**config.mk**
```make
export PLATFORM = sky130hd
export DESIGN_NAME = imem_loader_flat
export DESIGN_NICKNAME = d
export VERILOG_FILES = /design/src/rtl/imem_loader_pkg.sv /design/src/rtl/imem_loader_if.sv /design/src/rtl/imem_loader_byte_packer.sv /design/src/rtl/imem_loader.sv /design/src/flat_wrapper.sv
export SDC_FILE = /design/constraint.sdc
export NUM_CORES = 1
export LEC_CHECK = 0
export CAP_MARGIN = 0
export CORE_UTILIZATION = 56
export CTS_BUF_LIST = sky130_fd_sc_hd__clkbuf_8
export DETAILED_ROUTE_END_ITERATION = 10
export HOLD_SLACK_MARGIN = 0.1
export PLACE_DENSITY = 0.95
export SETUP_SLACK_MARGIN = 0.05
export SYNTH_ARGS = -nofsm -noshare
export SYNTH_HDL_FRONTEND = slang
export SYNTH_SLANG_ARGS = --single-unit
```
**constraint.sdc**
```tcl
create_clock -name clk -period 7.3 [get_ports clk]
set_input_delay 2.19 -clock clk [delete_from_list [all_inputs] [get_ports clk]]
set_output_delay 2.19 -clock clk [all_outputs]
set_load 0.01 [all_outputs]
```
**src/rtl/imem_loader_pkg.sv**
```systemverilog
// rtl/imem_loader_pkg.sv - shared state encoding and framing constants for imem_loader
package imem_loader_pkg;

  typedef enum logic [2:0] {
    S_HDR0  = 3'd0,
    S_HDR1  = 3'd1,
    S_DATA  = 3'd2,
    S_WRITE = 3'd3,
    S_DONE  = 3'd4,
    S_ERROR = 3'd5,
    S_CHK   = 3'd6
  } state_t;

  localparam int HDR_BYTES      = 2;
  localparam int BYTES_PER_WORD = 4;

endpackage

```
**src/rtl/imem_loader_if.sv**
```systemverilog
// rtl/imem_loader_if.sv - byte stream, imem write port and boot status bundle for imem_loader
interface imem_loader_if;
  logic        in_valid;
  logic [7:0]  in_data;
  logic        in_ready;
  logic        reload;
  logic        imem_we;
  logic [31:0] imem_addr;
  logic [31:0] imem_wd;
  logic        cpu_rst;
  logic        done;
  logic        err;

  // master: byte source / system side; slave: the loader
  modport master (
    output in_valid, in_data, reload,
    input  in_ready, imem_we, imem_addr, imem_wd, cpu_rst, done, err
  );

  modport slave (
    input  in_valid, in_data, reload,
    output in_ready, imem_we, imem_addr, imem_wd, cpu_rst, done, err
  );
endinterface

```
**src/rtl/imem_loader_byte_packer.sv**
```systemverilog
// rtl/imem_loader_byte_packer.sv - packs accepted bytes MSB-first into a 32-bit word
module imem_loader_byte_packer
  import imem_loader_pkg::*;
(
  input  logic        clk,
  input  logic        rst,
  input  logic        i_en,
  input  logic [7:0]  i_byte,
  output logic [31:0] o_word,
  output logic        o_word_full
);

  logic [1:0]  r_cnt;
  logic [31:0] r_word;

  always_ff @(posedge clk) begin
    if (rst) begin
      r_cnt  <= 2'd0;
      r_word <= 32'd0;
    end else if (i_en) begin
      r_word <= {r_word[23:0], i_byte};
      r_cnt  <= r_cnt + 2'd1;
    end
  end

  assign o_word      = r_word;
  assign o_word_full = i_en && (r_cnt == 2'(BYTES_PER_WORD - 1));

endmodule

```
**src/rtl/imem_loader.sv**
```systemverilog
// rtl/imem_loader.sv - boot loader: byte stream -> imem words, holds core in reset until loaded.
// Optional trailing XOR checksum byte enabled by IMEM_LOADER_CHECKSUM_EN.
module imem_loader
  import imem_loader_pkg::*;
#(
  parameter logic [31:0] BASE_ADDR = 32'h0000_0000,
  parameter int          MAX_WORDS = 256
) (
  input  logic         clk,
  input  logic         rst,
  imem_loader_if.slave bus
);

  localparam logic [31:0] MAX_N = MAX_WORDS;

`ifdef IMEM_LOADER_CHECKSUM_EN
  localparam state_t S_FINAL = S_CHK;
`else
  localparam state_t S_FINAL = S_DONE;
`endif

  state_t      r_state;
  state_t      w_state_nxt;
  logic [15:0] r_n;
  logic [15:0] r_word_idx;
  logic [15:0] w_n_hdr;
  logic        w_in_ready;
  logic        w_accept;
  logic        w_pack_en;
  logic        w_word_full;
  logic        w_last_word;
  logic [31:0] w_word;

  assign w_in_ready  = (r_state == S_HDR0) || (r_state == S_HDR1) ||
                       (r_state == S_DATA) || (r_state == S_CHK);
  assign w_accept    = bus.in_valid && w_in_ready;
  assign w_pack_en   = w_accept && (r_state == S_DATA);
  assign w_n_hdr     = {r_n[15:8], bus.in_data};
  assign w_last_word = (r_word_idx == (r_n - 16'd1));

  imem_loader_byte_packer u_packer (
    .clk         (clk),
    .rst         (rst),
    .i_en        (w_pack_en),
    .i_byte      (bus.in_data),
    .o_word      (w_word),
    .o_word_full (w_word_full)
  );

`ifdef IMEM_LOADER_CHECKSUM_EN
  logic [7:0] r_csum;

  // running XOR of data bytes only; header and trailer are excluded
  always_ff @(posedge clk) begin
    if (rst) begin
      r_csum <= 8'd0;
    end else if (w_accept && (r_state == S_HDR1)) begin
      r_csum <= 8'd0;
    end else if (w_pack_en) begin
      r_csum <= r_csum ^ bus.in_data;
    end
  end
`endif

  always_ff @(posedge clk) begin
    if (rst) begin
      r_state    <= S_HDR0;
      r_n        <= 16'd0;
      r_word_idx <= 16'd0;
    end else begin
      r_state <= w_state_nxt;
      if (w_accept && (r_state == S_HDR0)) begin
        r_n <= {bus.in_data, 8'h00};
      end
      if (w_accept && (r_state == S_HDR1)) begin
        r_n        <= w_n_hdr;
        r_word_idx <= 16'd0;
      end
      if (r_state == S_WRITE) begin
        r_word_idx <= r_word_idx + 16'd1;
      end
    end
  end

  always_comb begin
    w_state_nxt = r_state;
    case (r_state)
      S_HDR0: begin
        if (w_accept) w_state_nxt = S_HDR1;
      end
      S_HDR1: begin
        if (w_accept) begin
          if (w_n_hdr == 16'd0)                  w_state_nxt = S_FINAL;
          else if ({16'd0, w_n_hdr} > MAX_N)     w_state_nxt = S_ERROR;
          else                                   w_state_nxt = S_DATA;
        end
      end
      S_DATA: begin
        if (w_word_full) w_state_nxt = S_WRITE;
      end
      S_WRITE: begin
        w_state_nxt = w_last_word ? S_FINAL : S_DATA;
      end
      S_CHK: begin
`ifdef IMEM_LOADER_CHECKSUM_EN
        if (w_accept) w_state_nxt = (bus.in_data == r_csum) ? S_DONE : S_ERROR;
`else
        w_state_nxt = S_ERROR;
`endif
      end
      S_DONE, S_ERROR: begin
        if (bus.reload) w_state_nxt = S_HDR0;
      end
      default: w_state_nxt = S_HDR0;
    endcase
  end

  // address advances after the WRITE cycle, so it is stable while imem_we is high
  assign bus.in_ready  = w_in_ready;
  assign bus.imem_we   = (r_state == S_WRITE);
  assign bus.imem_addr = BASE_ADDR + {14'd0, r_word_idx, 2'b00};
  assign bus.imem_wd   = w_word;
  assign bus.cpu_rst   = (r_state != S_DONE);
  assign bus.done      = (r_state == S_DONE);
  assign bus.err       = (r_state == S_ERROR);

endmodule

```
**src/flat_wrapper.sv**
```systemverilog
// flat-port wrapper written by rule: the top's interface ports become plain ports
module imem_loader_flat import imem_loader_pkg::*;
#(
  parameter logic [31:0] BASE_ADDR = 32'h0000_0000,
  parameter int          MAX_WORDS = 256
)
  (clk, rst, bus_in_valid, bus_in_data, bus_reload, bus_in_ready, bus_imem_we, bus_imem_addr, bus_imem_wd, bus_cpu_rst, bus_done, bus_err);
  imem_loader_if bus_i ();
  input  logic clk;
  input  logic rst;
  input wire logic [$bits(bus_i.in_valid)-1:0] bus_in_valid;
  input wire logic [$bits(bus_i.in_data)-1:0] bus_in_data;
  input wire logic [$bits(bus_i.reload)-1:0] bus_reload;
  output wire logic [$bits(bus_i.in_ready)-1:0] bus_in_ready;
  output wire logic [$bits(bus_i.imem_we)-1:0] bus_imem_we;
  output wire logic [$bits(bus_i.imem_addr)-1:0] bus_imem_addr;
  output wire logic [$bits(bus_i.imem_wd)-1:0] bus_imem_wd;
  output wire logic [$bits(bus_i.cpu_rst)-1:0] bus_cpu_rst;
  output wire logic [$bits(bus_i.done)-1:0] bus_done;
  output wire logic [$bits(bus_i.err)-1:0] bus_err;
  assign bus_i.in_valid = bus_in_valid;
  assign bus_i.in_data = bus_in_data;
  assign bus_i.reload = bus_reload;
  assign bus_in_ready = bus_i.in_ready;
  assign bus_imem_we = bus_i.imem_we;
  assign bus_imem_addr = bus_i.imem_addr;
  assign bus_imem_wd = bus_i.imem_wd;
  assign bus_cpu_rst = bus_i.cpu_rst;
  assign bus_done = bus_i.done;
  assign bus_err = bus_i.err;
  imem_loader #(.BASE_ADDR(BASE_ADDR), .MAX_WORDS(MAX_WORDS)) u_core (.clk(clk), .rst(rst), .bus(bus_i));
endmodule
```
==> run summary, run 1 <==
Setup-failing EPs final = 0
Synth area leader = dfxtp_1
Post-CTS Setup Inserts = 0
max-cap viol count = 0
DRC = 0
vias after detailed routing = 3269
kind of critical path = flip-flop to output pin
status = complete, no violations
DP Wirelength = 5580 µm
most used routing layer = met2
Final Max Slew Viols = 0
largest net degree at the start of global routing = 71
grt met1 use = 0.316
endpoint class of the critical path = output pin
post-DR vias/cell = 5.76
# resized after CTS = 0
ys flop type = dfxtp_1
commonest non-fill, non-tap cell in the layout = nand2_1
Routed wire per std cell = 14.3 µm
worst-path cell chain = nand3b_1 > inv_1 > clkdlybuf4s50_1
Setup Skew = 0.00896 ns
syn avg cell area = 7.79 µm²
Sw Pwr = 0.239 mW
sum of negative setup slack = 0 ns
gr ovfl total = 0
Crit-path slowest cell = clkdlybuf4s50_1
top area cells in the synthesized netlist = dfxtp_1 (40%), nand2_1 (10%), a21oi_1 (7.5%), nor2_1 (3.8%), xnor2_1 (3.8%)
area delta synth->final = 22.7%
synth unique cells = 47
Worst Path Arrival = 2.14 ns
Hold/Removal Path Class = flip-flop to flip-flop
crit share post-route = 0.593
antenna violations before repair = 0
Initial Utilization = 0.578
Synth top area share = 0.404
I/O Buffers = 64
Seq/Total Area, Yosys = 0.404
M2 GR Usage = 0.442
total CTS buffers = 9
Logic pwr share = 0.143
Clk pwr share = 0.383
cell count after synthesis = 439
DIE AREA = 0.00642 mm²
initial drt markers = 311
clk slew on worst S/H paths = 0.08 ns
deepest clock path buffer count = 2
Power Density = 201 mW/mm²
first-pass GRT wire length = 12900 µm
Ys Warns = 0
async set-reset flop share out of synthesis = 0
Reg power frac = 0.473
Leakage Power = 1.45 nW
CTS tree = done
Tightest Pin Transition = 1.17 ns
WP data required = 5.11 ns
#FFs+latches synth = 69
synthesized cell area = 0.00342 mm²
Final Critical Period = 4.33 ns
critical path's largest stage delay = 0.58 ns
slew margin rel. = 0.221
worst hold path depth = 2
fin nets = 503
VDD IR max = 0.175 mV
most frequent cells in the layout = nand2_1 (95), dfxtp_1 (69), clkdlybuf4s50_1 (63)
antenna-violating nets left = 0
internal power = 0.604 mW
sw frac = 0.284
Die H = 80.1 µm
drt pass-1 iters = 5
Reg2Reg Depth = 6
routability cong. = 0.912
H-Tree Depth = 3
CTS Sinks = 69
core footprint = 0.00592 mm²
CP Launch Type = flip-flop
clock root buffer master = clkbuf_8
routing usage on met3 = 0.0466
Total Wirelength = 8140 µm
FMAX = 231 MHz
IO Count = 81
CTS Hold Bufs = 0
Hold Vio Cnt, Final = 0
clk_lat worst skew = 0.35 ns
Die X = 80.1 µm
RSZ-0062 raised after global routing = no
crit path max fanout = 13
Post-synth EDFFs = 0
Total GRT Usage = 0.259
Rows = 28
final design utilization = 0.709
# diodes = 0
vias in the first global route = 2871
layout cell share with drive strength beyond 1 = 0.0629
[final cells by class]
class	count	area (µm²)
Multi-Input combinational cell	334	1840
Timing Repair Buffer	65	643
Inverter	9	33.8
Sequential cell	69	1380
Tap cell	75	93.8
Fill cell	409	1730
Clock buffer	10	138
Clock inverter	6	70.1
[routing by layer]
metal	vias up	routed length, µm
li1	1576	-
met1	1498	3350
met2	171	4050
met3	24	530
met4	0	207
met5	-	0
[worst max-delay path, delay by kind of cell, from the launching register on]
kind	cells	cell delay, ns
buffers and inverters	2	0.85
flip-flops	1	0.56
AND/OR/NAND/NOR	1	0.37
[metrics by stage]
step | power, mW | instances | cell area, µm² | setup slack, ns | hold WS, ns
2_1_floorplan | 0.502 | 454 | 3480 | 3.71 | 0.440
3_5_place_dp | 0.525 | 552 | 3990 | 2.99 | 0.446
4_1_cts | 0.842 | 568 | 4200 | 3.04 | 0.457
5_1_grt | 0.874 | 568 | 4200 | 2.92 | 0.483
3_3_place_gp | 0.519 | 552 | 3990 | 3.09 | 0.443
6_report | 0.844 | 568 | 4200 | 2.97 | 0.458
[synth_stat cells (2+ instances only)]
| cell | instances |
|---|---|
| and4_1 | 3 |
| nand2b_1 | 6 |
| mux2i_1 | 5 |
| nand4_1 | 4 |
| or3_1 | 4 |
| nand3_1 | 17 |
| or4_1 | 5 |
| a22oi_1 | 10 |
| and2_1 | 2 |
| clkbuf_1 | 25 |
| or2_2 | 4 |
| a21oi_1 | 51 |
| o21ai_0 | 3 |
| xor2_1 | 6 |
| nor3_1 | 6 |
| mux2_2 | 4 |
| inv_1 | 9 |
| ha_1 | 3 |
| nor4b_1 | 2 |
| or4_4 | 2 |
| xnor2_1 | 15 |
| nand2_1 | 95 |
| dfxtp_1 | 69 |
| a211oi_1 | 3 |
| nor2_1 | 35 |
| o31ai_1 | 2 |
| buf_4 | 16 |
| o211ai_1 | 4 |
| nor2b_1 | 2 |
| nand3b_1 | 4 |
| and3_1 | 3 |
| nor4_1 | 4 |
| o21a_1 | 2 |
[path summary, 6_finish.rpt]
kind | startpoint | end | slack, ns
worst min register to register | u_core.u_packer.o_word[29] | u_core.u_packer.o_word[29] | 0.46
worst min-delay path | u_core.u_packer.o_word[29] | u_core.u_packer.o_word[29] | 0.46
worst max-delay path | u_core.r_state[0] | bus_imem_we | 2.97
worst max register to register | u_core.r_n[3] | u_core.r_state[1] | 4.60
[power groups by stage]
| stage | registers, mW | logic, mW | clock network, mW |
|---|---|---|---|
| global route | 0.400 | 0.132 | 0.342 |
| detailed placement | 0.408 | 0.118 | 0 |
| CTS | 0.399 | 0.119 | 0.324 |
| floorplan | 0.400 | 0.101 | 0 |
| finish | 0.399 | 0.121 | 0.323 |
| global placement | 0.407 | 0.112 | 0 |
[cell families after synthesis]
group	Yosys count	synth area share
fa+ha+maj	3	0.0110
xor+xnor	21	0.0538
simple gates	201	0.276
buf+inv	51	0.0757
other cells	1	0.00110
mux	9	0.0278
compound gates	84	0.150
flops	69	0.404
[registers in the layout (all words and copies together) (netlist names)]
register	flops
u_core.r_n	16
u_core.r_state	3
u_core.r_word_idx	16
u_core.u_packer.o_word	32
u_core.u_packer.r_cnt	2
(Power assumes the default switching activity.)
==> run 2, diff against run 1 <==
--- a/config.mk
+++ b/config.mk
@@ -6,11 +6,11 @@
 export NUM_CORES = 1
 export LEC_CHECK = 0
 export CAP_MARGIN = 0
-export CORE_UTILIZATION = 56
+export CORE_UTILIZATION = 47
 export CTS_BUF_LIST = sky130_fd_sc_hd__clkbuf_8
 export DETAILED_ROUTE_END_ITERATION = 10
 export HOLD_SLACK_MARGIN = 0.1
-export PLACE_DENSITY = 0.95
+export PLACE_DENSITY = 0.86
 export SETUP_SLACK_MARGIN = 0.05
 export SYNTH_ARGS = -nofsm -noshare
 export SYNTH_HDL_FRONTEND = slang
==> constraint.sdc (replaced) <==
create_clock -name clk -period 3.8 [get_ports clk]
set_input_delay 1.14 -clock clk [delete_from_list [all_inputs] [get_ports clk]]
set_output_delay 1.14 -clock clk [all_outputs]
set_load 0.01 [all_outputs]
==> run 2 against run 1 <==
Effect of this change:
- clock power up 110%
- worst hold slack got worse by 0.0019 ns
- first-iteration DRC count shrank 45%
- setup slack worse by 2.4 ns
==> run summary, run 2 (synthesized netlist as in run 1, its figures left out) <==
status = complete, no violations
routability cong. = 0.896
H-Tree Depth = 3
Crit-path slowest cell = clkdlybuf4s50_1
DIE AREA = 0.00762 mm²
crit share post-route = 0.850
drt pass-1 iters = 5
final design utilization = 0.619
Setup-failing EPs final = 0
sum of negative setup slack = 0 ns
clk_lat worst skew = 0.35 ns
CTS Hold Bufs = 0
largest net degree at the start of global routing = 40
Setup Skew = 0.0133 ns
clk slew on worst S/H paths = 0.09 ns
Worst path top cell family by delay = buffers and inverters
WP data required = 2.66 ns
crit path max fanout = 13
most frequent cells in the layout = nand2_1 (95), dfxtp_1 (69), clkdlybuf4s50_1 (63)
internal power = 1.23 mW
first-pass GRT wire length = 13500 µm
Hold/Removal Path Class = flip-flop to flip-flop
# resized after CTS = 0
hold_ws = 0.456 ns
layout cell share with drive strength beyond 1 = 0.0704
DP Wirelength = 5760 µm
critical path's largest stage delay = 0.57 ns
RSZ-0062 raised after global routing = no
Post-CTS Setup Inserts = 0
IO Count = 81
Sw Pwr = 0.455 mW
Fill cells = 605
worst-path cell chain = nand3b_1 > inv_1 > clkdlybuf4s50_1
Rows = 30
max reg flops = 32
Initial Utilization = 0.495
Total Wirelength = 8130 µm
vias in the first global route = 2885
Power Density = 394 mW/mm²
post-DR vias/cell = 5.43
Die X = 87.3 µm
vias after detailed routing = 3222
antenna violations before repair = 0
Worst Path Arrival = 2.09 ns
fin nets = 507
max-cap viol count = 0
Clk pwr share = 0.407
antenna-violating nets left = 0
WP buf/inv = 2
VDD IR max = 0.280 mV
clock root buffer master = clkbuf_8
Total GRT Usage = 0.224
initial drt markers = 170
endpoint class of the critical path = output pin
DRC = 0
# diodes = 0
FMAX = 310 MHz
commonest non-fill, non-tap cell in the layout = nand2_1
deepest clock path buffer count = 2
slew margin rel. = 0.639
CP Launch Type = flip-flop
Leakage Power = 1.49 nW
Final Critical Period = 3.23 ns
Reg power frac = 0.456
I/O Buffers = 64
CTS tree = done
Final Max Slew Viols = 0
Power, Total = 1.69 mW
sw frac = 0.270
Tightest Pin Transition = 0.537 ns
CTS Sinks = 69
core footprint = 0.00691 mm²
kind of critical path = flip-flop to output pin
storage element area = 0.00138 mm²
area delta synth->final = 25.0%
multi-input logic area = 0.00184 mm²
Routed wire per std cell = 13.7 µm
gr ovfl total = 0
Die H = 87.3 µm
Hold Vio Cnt, Final = 0
Logic pwr share = 0.138
total CTS buffers = 9
==> run 2: power groups by stage <==
stage                     Combinational [mW]  Sequential (mW)  Clock (mW)
after floorplan                        0.195            0.769           0
after global placement                 0.220            0.782           0
after detailed placement               0.228            0.784           0
after CTS                              0.231            0.767       0.695
after global routing                   0.256            0.771       0.727
final                                  0.232            0.768       0.685
==> run 2: worst reg2reg max path, stage by stage (launching register included) <==
cell and delay (ns):
dfxtp_1 0.41, or4_4 0.59, or4_4 0.52, or2_2 0.30, mux2i_1 0.13, a2111oi_2 0.48, a311oi_2 0.19
==> run 2: final cells by class <==
cell class              count  area share
well taps                  96      0.0281
flip-flops and latches     69       0.323
repair buffers             69       0.157
clock buffers              10      0.0322
multi-input cells         334       0.429
clock inverters             6      0.0219
inverters                   9     0.00790
==> run 2: worst paths after layout <==
| check | start | endpoint | slack [ns] | cells after the start |
|---|---|---|---|---|
| setup / recovery | u_core.r_state[0] | bus_imem_we | 0.57 | 3 |
| hold / removal | u_core.u_packer.o_word[14] | u_core.u_packer.o_word[22] | 0.46 | 2 |
| setup reg to reg | u_core.r_n[3] | u_core.r_state[1] | 1.03 | 6 |
| hold reg to reg | u_core.u_packer.o_word[14] | u_core.u_packer.o_word[22] | 0.46 | 2 |
==> run 2: metal layers <==
layer	track usage	share of wire
met2	0.353	0.50
met5	0	0
met3	0.0502	0.065
met4	0.116	0.019
met1	0.287	0.42
==> run 2: through the flow <==
step / std cells / area (µm²) / worst slack (ns)
after floorplan: 454 / 3480 / 1.26
final: 593 / 4280 / 0.571
after global placement: 577 / 4040 / 0.677
after detailed placement: 577 / 4040 / 0.458
after global routing: 593 / 4280 / 0.429
after CTS: 593 / 4280 / 0.598
==> run 3, diff against run 2 <==
==> constraint.sdc (replaced) <==
create_clock -name clk -period 2.7 [get_ports clk]
set_input_delay 0.81 -clock clk [delete_from_list [all_inputs] [get_ports clk]]
set_output_delay 0.81 -clock clk [all_outputs]
set_load 0.01 [all_outputs]
==> run 3 against run 2 <==
Effect of this change:
- first-iteration DRC count is 15% higher
- clock power rose by 8.0%
- critical path depth stayed put
- die area is the same
- register-to-register slack got worse by 0.89 ns
- global-route usage increased by 0.60 points
- worst hold slack better by 0.0050 ns
- critical path type unchanged
==> run summary, run 3 (synthesized netlist as in run 1, its figures left out) <==
Power Density = 501 mW/mm²
drt pass-1 iters = 5
worst-path cell chain = nand3b_1 > inv_1 > clkdlybuf4s50_1
Tightest Pin Transition = 0.658 ns
Hold/Removal Path Class = flip-flop to flip-flop
crit share post-route = 0.958
CP Launch Type = flip-flop
CTS Sinks = 69
first-pass GRT wire length = 13600 µm
status = complete, no violations
clock root buffer master = clkbuf_8
# diodes = 0
CP startpoint = u_core.r_state[0]
max reg flops = 32
total CTS buffers = 9
Hold Vio Cnt, Final = 0
CTS tree = done
Leakage Power = 1.54 nW
Reg2Reg Depth = 6
antenna-violating nets left = 0
Final Instance Area = 0.00435 mm²
Power, Total = 2.18 mW
routability cong. = 0.841
Final Max Slew Viols = 0
WP data required = 1.89 ns
Die H = 87.3 µm
flop-to-flop setup slack = 0.14 ns
Post-CTS Setup Inserts = 0
endpoint class of the critical path = output pin
kind of critical path = flip-flop to output pin
clk_lat worst skew = 0.35 ns
antenna violations before repair = 0
Rows = 30
Setup crit end = bus_imem_we
deepest clock path buffer count = 2
vias in the first global route = 2887
Worst Path Arrival = 1.78 ns
Crit-path slowest cell = clkdlybuf4s50_1
post-DR vias/cell = 5.51
layout cell share with drive strength beyond 1 = 0.102
placed cell count = 590
clk slew on worst S/H paths = 0.08 ns
I/O Buffers = 64
Total GRT Usage = 0.230
fin nets = 520
Fill cells = 565
gr ovfl total = 0
commonest non-fill, non-tap cell in the layout = nand2_1
crit path max fanout = 13
Total Wirelength = 8550 µm
dpl ws = -0.132 ns
core footprint = 0.00691 mm²
critical path's largest stage delay = 0.57 ns
multi-input logic area = 0.00185 mm²
final std cells w/o fill = 606
DP Wirelength = 6070 µm
max-cap viol count = 0
Setup-failing EPs final = 0
Post-DP Area = 0.00415 mm²
Routed wire per std cell = 14.1 µm
DRC = 0
IO Count = 81
slew margin rel. = 0.557
VDD IR max = 0.257 mV
area delta synth->final = 27.2%
DIE AREA = 0.00762 mm²
largest net degree at the start of global routing = 35
initial drt markers = 195
RR Startpoint = u_core.r_n[4]
worst r2r dst = u_core.r_state[1]
Initial Utilization = 0.495
H-Tree Depth = 3
Setup Skew = 0.00970 ns
Final Critical Period = 2.59 ns
storage element area = 0.00139 mm²
final design utilization = 0.630
worst setup margin = 0.114 ns
RSZ-0062 raised after global routing = yes
FMAX = 387 MHz
most frequent cells in the layout = nand2_1 (95), dfxtp_1 (66), clkdlybuf4s50_1 (62)
vias after detailed routing = 3337
Die X = 87.3 µm
[run 3: cell types whose count changed in the layout (fill, tap and decap cells not counted), moves of 2 or more]
cell / previous run / this run
dfxtp_1: 69 / 66
clkinv_2: 0 / 2
bufinv_16: 2 / 0
clkinvlp_4: 1 / 3
dfxtp_2: 0 / 2
buf_4: 5 / 17
[run 3: worst max-delay path, delay by kind of cell (launching register included)]
family	cells	cell delay, ns
buffers and inverters	2	0.78
flip-flops	1	0.45
AND/OR/NAND/NOR	1	0.19
[run 3: layer usage]
| layer | up-vias | share of wire | global-route usage |
|---|---|---|---|
| met3 | 17 | 0.072 | 0.0521 |
| met1 | 1585 | 0.42 | 0.295 |
| met4 | 0 | 0.024 | 0.125 |
| met2 | 129 | 0.48 | 0.359 |
| li1 | 1606 | - | - |
| met5 | - | 0 | 0 |
[run 3: through the flow]
step	TNS [ns]	hold slack (ns)
2_1_floorplan	0	0.440
3_3_place_gp	-0.180	0.444
3_5_place_dp	-0.258	0.446
4_1_cts	0	0.457
5_1_grt	0	0.478
6_report	0	0.461
[run 3: layout make-up]
cell class,instances,share of cell area
tap,96,0.0276
multi-input combinational,334,0.425
timing repair buffer,82,0.181
inverter,9,0.00777
clock inverter,7,0.0115
clock buffer,9,0.0285
sequential,69,0.319
[run 3: what timing repair did]
action | 4_1_cts | 5_1_grt
hold buffers | 0 | 0
pin swaps | 0 | 0
gates cloned | 0 | 0
resized for setup | 2 | 5
hold endpoints to repair | 0 | 0
endpoints found under the setup margin | 2 | 4
[run 3: worst min path at each step]
stage	from	end	slack, ns	cells past startpoint
after floorplan	u_core.u_packer.r_cnt[1]	u_core.u_packer.r_cnt[1]	0.44	2
after global placement	u_core.u_packer.o_word[28]	u_core.u_packer.o_word[28]	0.44	2
after detailed placement	u_core.u_packer.o_word[28]	u_core.u_packer.o_word[28]	0.45	2
after CTS	u_core.u_packer.o_word[28]	u_core.u_packer.o_word[28]	0.46	2
after global routing	u_core.u_packer.o_word[28]	u_core.u_packer.o_word[28]	0.48	2
final	u_core.u_packer.o_word[28]	u_core.u_packer.o_word[28]	0.46	2
[run 3: report_power, final]
| part | total, mW | switching [mW] | internal [mW] | leakage [nW] |
|---|---|---|---|---|
| logic | 0.357 | 0.201 | 0.156 | 0.902 |
| registers | 1.08 | 0.0401 | 1.04 | 0.559 |
| clock network | 0.740 | 0.407 | 0.333 | 0.0816 |
| total | 2.18 | 0.647 | 1.53 | 1.54 |
